**config.mk**
```make
export PLATFORM = sky130hd
export DESIGN_NAME = sipm_hit_arbiter
export DESIGN_NICKNAME = d
export VERILOG_FILES = /design/src/rtl/sipm_hit_arbiter.sv
export SDC_FILE = /design/constraint.sdc
export NUM_CORES = 1
export LEC_CHECK = 0
export ABC_AREA = 1
export CORE_AREA = 2 2 348 350
export DETAILED_ROUTE_END_ITERATION = 10
export DIE_AREA = 0 0 350 352
export HOLD_SLACK_MARGIN = 0.06
export PLACE_DENSITY_LB_ADDON = 0.2
export SLEW_MARGIN = 20
export SYNTH_ARGS = -nofsm -noshare
export SYNTH_HDL_FRONTEND = slang
export SYNTH_SLANG_ARGS = --single-unit
```
**constraint.sdc**
```tcl
create_clock -name clk -period 17.35 [get_ports clk]
set_clock_uncertainty 0.05 [all_clocks]
set_input_delay 1.735 -clock clk [delete_from_list [all_inputs] [get_ports clk]]
set_output_delay 1.735 -clock clk [all_outputs]
set_load 0.01 [all_outputs]
```
**src/rtl/sipm_hit_arbiter.sv**
```systemverilog
// Round-robin readout arbiter: grants one pending SiPM channel at a time and writes its hit as a fixed packet to the FIFO.
// Optional macro SIPM_ARB_SEQNUM_EN appends a 16-bit packet sequence word (W4).
module sipm_hit_arbiter #(
    parameter int SIPM_NUMBER   = 20,
    parameter int TIMESTAMP_LEN = 40
) (
    input  logic                                   clk,
    input  logic                                   rst,
    input  logic [SIPM_NUMBER*TIMESTAMP_LEN-1:0]   timestamp_input,
    input  logic [2*SIPM_NUMBER-1:0]               signal_height_input,
    input  logic                                   start_daq,
    input  logic                                   full,
    output logic [15:0]                            data_out,
    output logic                                   wr_en,
    output logic [SIPM_NUMBER-1:0]                 clear_SiPM,
    output logic                                   busy,
    output logic [2:0]                             state_dbg
);
    localparam int IDX_W = $clog2(SIPM_NUMBER);

    typedef enum logic [2:0] {
        IDLE  = 3'd0,
        W0    = 3'd1,
        W1    = 3'd2,
        W2    = 3'd3,
        W3    = 3'd4,
`ifdef SIPM_ARB_SEQNUM_EN
        W4    = 3'd5,
`endif
        CLEAR = 3'd6
    } state_t;

    // Handshake: in a write state wr_en = !full and data_out carries the word;
    // the word is accepted (state advances) only on a cycle where wr_en = 1.
    state_t                     state;
    logic [IDX_W-1:0]           ptr;
    logic [IDX_W-1:0]           grant_idx;
    logic                       grant_found;
    logic [SIPM_NUMBER-1:0]     pending;
    logic                       mask_valid;
    logic [4:0]                 snap_ch;
    logic [1:0]                 snap_h;
    logic [TIMESTAMP_LEN-1:0]   snap_ts;
    logic [1:0]                 gnt_h;
    logic [TIMESTAMP_LEN-1:0]   gnt_ts;
    logic [15:0]                word;
    logic [15:0]                ts_hi;
    logic                       in_word;
`ifdef SIPM_ARB_SEQNUM_EN
    logic [15:0]                seq_cnt;
`endif

    // The just-cleared channel is hidden for one IDLE cycle while its latch clear propagates.
    always_comb begin
        pending = '0;
        for (int i = 0; i < SIPM_NUMBER; i++) begin
            pending[i] = (signal_height_input[2*i +: 2] != 2'b00) && start_daq &&
                         !(mask_valid && (snap_ch == 5'(i)));
        end
    end

    always_comb begin
        logic [IDX_W:0] idx;
        grant_found = 1'b0;
        grant_idx   = '0;
        idx         = '0;
        for (int k = 0; k < SIPM_NUMBER; k++) begin
            idx = {1'b0, ptr} + (IDX_W+1)'(k);
            if (idx >= (IDX_W+1)'(SIPM_NUMBER)) begin
                idx = idx - (IDX_W+1)'(SIPM_NUMBER);
            end
            if (!grant_found && pending[idx[IDX_W-1:0]]) begin
                grant_found = 1'b1;
                grant_idx   = idx[IDX_W-1:0];
            end
        end
    end

    always_comb begin
        gnt_h  = '0;
        gnt_ts = '0;
        for (int i = 0; i < SIPM_NUMBER; i++) begin
            if (grant_idx == IDX_W'(i)) begin
                gnt_h  = signal_height_input[2*i +: 2];
                gnt_ts = timestamp_input[i*TIMESTAMP_LEN +: TIMESTAMP_LEN];
            end
        end
    end

    always_ff @(posedge clk or negedge rst) begin
        if (!rst) begin
            state      <= IDLE;
            ptr        <= '0;
            mask_valid <= 1'b0;
            snap_ch    <= '0;
            snap_h     <= '0;
            snap_ts    <= '0;
`ifdef SIPM_ARB_SEQNUM_EN
            seq_cnt    <= '0;
`endif
        end else begin
            mask_valid <= 1'b0;
            case (state)
                IDLE: begin
                    if (grant_found) begin
                        snap_ch <= 5'(grant_idx);
                        snap_h  <= gnt_h;
                        snap_ts <= gnt_ts;
                        ptr     <= (grant_idx == IDX_W'(SIPM_NUMBER - 1)) ? '0
                                                                          : grant_idx + IDX_W'(1);
                        state   <= W0;
                    end
                end
                W0: if (!full) state <= W1;
                W1: if (!full) state <= W2;
                W2: if (!full) state <= W3;
`ifdef SIPM_ARB_SEQNUM_EN
                W3: if (!full) state <= W4;
                W4: begin
                    if (!full) begin
                        seq_cnt <= seq_cnt + 16'd1;
                        state   <= CLEAR;
                    end
                end
`else
                W3: if (!full) state <= CLEAR;
`endif
                CLEAR: begin
                    mask_valid <= 1'b1;
                    state      <= IDLE;
                end
                default: state <= IDLE;
            endcase
        end
    end

    // Packet words come only from the snapshot, so late changes on the channel inputs are ignored.
    always_comb begin
        ts_hi = '0;
        ts_hi[TIMESTAMP_LEN-33:0] = snap_ts[TIMESTAMP_LEN-1:32];
        word    = '0;
        in_word = 1'b1;
        case (state)
            W0:      word = {4'hA, 5'b0, snap_h, snap_ch};
            W1:      word = ts_hi;
            W2:      word = snap_ts[31:16];
            W3:      word = snap_ts[15:0];
`ifdef SIPM_ARB_SEQNUM_EN
            W4:      word = seq_cnt;
`endif
            default: in_word = 1'b0;
        endcase
        wr_en    = in_word && !full;
        data_out = word;
    end

    always_comb begin
        clear_SiPM = '0;
        for (int i = 0; i < SIPM_NUMBER; i++) begin
            clear_SiPM[i] = (state == CLEAR) && (snap_ch == 5'(i));
        end
    end

    assign busy      = (state != IDLE);
    assign state_dbg = state;

endmodule

```
==> impl_metrics.ini <==
[drt]
routed-wl-met2_um = 68500
detail_route.first_pass.iterations = 5
wl_met1_um = 65200
antenna_left = 0
finalWirelength_um = 146000
dr_wl_met3_um = 9890
drc_errors = 0
initialDrtViolationCount = 2230
wl_per_cell_um = 25.1
vias_per_std_cell = 4.42
vias_after_detailed_routing = 25700
routed.top_layer = met5

[die]
die_x_um = 350
initial_core_util = 0.145
die_h_um = 352
fp.dieArea_um2 = 123000
ios = 885
placementRows = 127
placeableCoreArea_um2 = 119000

[status]
outcome = finished clean

[global_routing]
grt_start_max_net_pins = 75
antenna_found_initial = 33
grt_overflow = 0
grtUsageTotal = 0.227
grt_pass1_vias = 25200
grt_first_pass_wirelength_um = 199000

[setup_path]
worstPathRequired_ns = 17.50
worst-endpoint-arrival_ns = 10.34
critical_path.max_fanout = 72
worstSetupStartpointType = input pin
cell_repeated_most_along_the_worst_path = sky130_fd_sc_hd__nand2_1
rrSetupSlack_ns = 7.36
cpPeakStageDelay_ns = 0.67
worst_setup_path_end_kind = flip-flop
critical_path.n_buffers_inverters = 6
timing.setup.critical_path_class = in -> reg
worst_path_max_delay_cell = sky130_fd_sc_hd__clkdlybuf4s50_1
largest_delay_contributor_family_on_the_critical_path = simple AND/OR/NAND/NOR gates

[cts]
htree_levels = 2
cts.reportedPaths.clkPinSlew_ns = 0.09
cts_root_buf = sky130_fd_sc_hd__clkbuf_16
clk-insertion-delay-late_ns = 0.32
cts.sink_count = 56
hold_buffers = 0
tritoncts.num_buffers = 5
cts-resized-gates = 0
cts_setup_buffers = 0
cts_tree = built
clock_tree.buffer_depth = 2

[timing]
finalMaxSlewViolations = 0
fin_crit_ns = 10.19
worst-slew-pin-transition_ns = 1.07
hold_viol = 0
count_of_endpoints_failing_setup_in_the_final_report = 0
fin_crit_sh = 0.587
fmax_mhz = 98.2
setup_tns_ns = 0
timing.slew.headroom = 0.288
grt_setup_unrepaired = no

[synth]
netlist_instances = 3434
synth.yosys.seq_area_share = 0.0808
postSynth.asyncResetShare = 1.00
synthDistinctLibCells = 62
synth_top_flop_cell = sky130_fd_sc_hd__dfrtp_1
synth_edf_count = 0
syn-num-nets = 4329
mappedNetlistArea_um2 = 17300
postSynthAreaPerCell_um2 = 5.05
synth-seq-cells = 56
synthesis.yosys.warnings = 0

[hold_path]
min_path_type = reg -> reg

[layout]
drive_above_1_share = 0.0622
syn2layout_area_growth_pct = 61.0
final_net_count = 5073

[placed_design]
buffer_ports.inserted = 884
dp_hpwl_um = 123000
finalWeightedCongestion = 0.993

[job]
timing.max_cap.violations = 0
## worst reg2reg max path, delay by kind of cell (launching register included)
| kind | cells | cell delay (ns) |
|---|---|---|
| adders and majority gates | 3 | 1.31 |
| buffers and inverters | 8 | 2.72 |
| and+or+nand+nor | 31 | 4.45 |
| AOI/OAI and AO/OA | 3 | 1.00 |
| DFF | 1 | 0.33 |
## cells by family after synthesis
logic type      count (synthesis)  share of synthesized area
simple gates                 2266                      0.578
buf+inv                       602                      0.142
compound gates                412                      0.136
flops                          56                     0.0808
fa+ha+maj                      51                     0.0372
xor+xnor                       45                     0.0245
mux                             2                    0.00130
## registers in the layout (all words and copies together) (netlist names)
| signal | count |
|---|---|
| snap_ts | 40 |
| ptr | 5 |
| snap_ch | 5 |
| state_dbg | 3 |
| snap_h | 2 |
| mask_valid | 1 |
## path summary, 6_finish.rpt
kind	cells past startpoint	to	startpoint
min in group asynchronous	2	snap_ts[22]	rst
setup / recovery	42	snap_ts[10]	start_daq
max in group asynchronous	2	state_dbg[1]	rst
setup reg to reg	45	snap_ts[10]	ptr[1]
hold / removal	2	snap_ts[9]	snap_ts[9]
hold reg to reg	2	snap_ts[9]	snap_ts[9]
## through the flow
stage | std cells | instance area (um2) | utilization | setup WS [ns] | hold slack [ns]
after CTS | 5791 | 27800 | 0.233 | 7.14 | 0.444
after floorplan | 3434 | 17300 | - | 10.79 | 0.399
after global routing | 5807 | 27900 | 0.234 | 6.49 | 0.462
after global placement | 5783 | 27700 | 0.232 | 6.85 | 0.417
after detailed placement | 5783 | 27700 | 0.232 | 6.83 | 0.420
final | 5816 | 27900 | 0.234 | 7.16 | 0.442
## layout make-up
class,instances,area [um2]
fill,13900,91400
multi-input combinational,2776,13500
timing repair buffer,928,9170
tap,1612,2020
inverter,411,1540
sequential,56,1400
clock buffer,5,125
antenna,25,62.6
clock inverter,3,46.3
## cell usage after synthesis (all sizes together), types with 2 or more instances
cell type,number,area (um2)
inv,401,1510
nor3,8,40.0
o22ai,5,31.3
nor3b,2,15.0
o311ai,4,35.0
nand2,1276,4840
o211ai,32,250
nand4,54,389
or2,140,876
clkinv,10,37.5
o21a,5,38.8
a22o,6,52.6
a31oi,3,18.8
buf,108,612
mux2,2,22.5
a21oi,100,516
nor2,222,980
o31ai,4,35.0
o21bai,12,90.1
ha,50,626
xnor2,10,110
o2111ai,8,70.1
nor4,14,87.6
a31o,2,17.5
o21ai,224,1140
o221ai,3,26.3
xor2,35,314
clkbuf,83,313
dfrtp,56,1400
nand3,542,2730
nand3b,7,52.6
## metal layers
| layer | vias up | track usage |
|---|---|---|
| met5 | - | 0 |
| met4 | 18 | 0.0408 |
| met3 | 107 | 0.0402 |
| met2 | 1026 | 0.382 |
| met1 | 12100 | 0.301 |
| li1 | 12500 | - |
## layout by cell type (no fill, tap or decap), types with 30 or more instances in the layout
cell / instances
sky130_fd_sc_hd__nand2_1: 1259
sky130_fd_sc_hd__clkdlybuf4s50_1: 883
sky130_fd_sc_hd__nand3_1: 539
sky130_fd_sc_hd__inv_1: 369
sky130_fd_sc_hd__nor2_1: 188
sky130_fd_sc_hd__o21ai_0: 162
sky130_fd_sc_hd__a21oi_1: 98
sky130_fd_sc_hd__or2_2: 97
sky130_fd_sc_hd__o21ai_1: 58
sky130_fd_sc_hd__dfrtp_1: 56
sky130_fd_sc_hd__nand4_1: 50
sky130_fd_sc_hd__ha_1: 50
sky130_fd_sc_hd__buf_4: 44
sky130_fd_sc_hd__inv_2: 34
sky130_fd_sc_hd__xor2_1: 34
sky130_fd_sc_hd__o211ai_1: 30
Power is left out: the tool's default activity adds up to more than one toggle a clock period on the data nets, which glitch-free logic cannot reach.
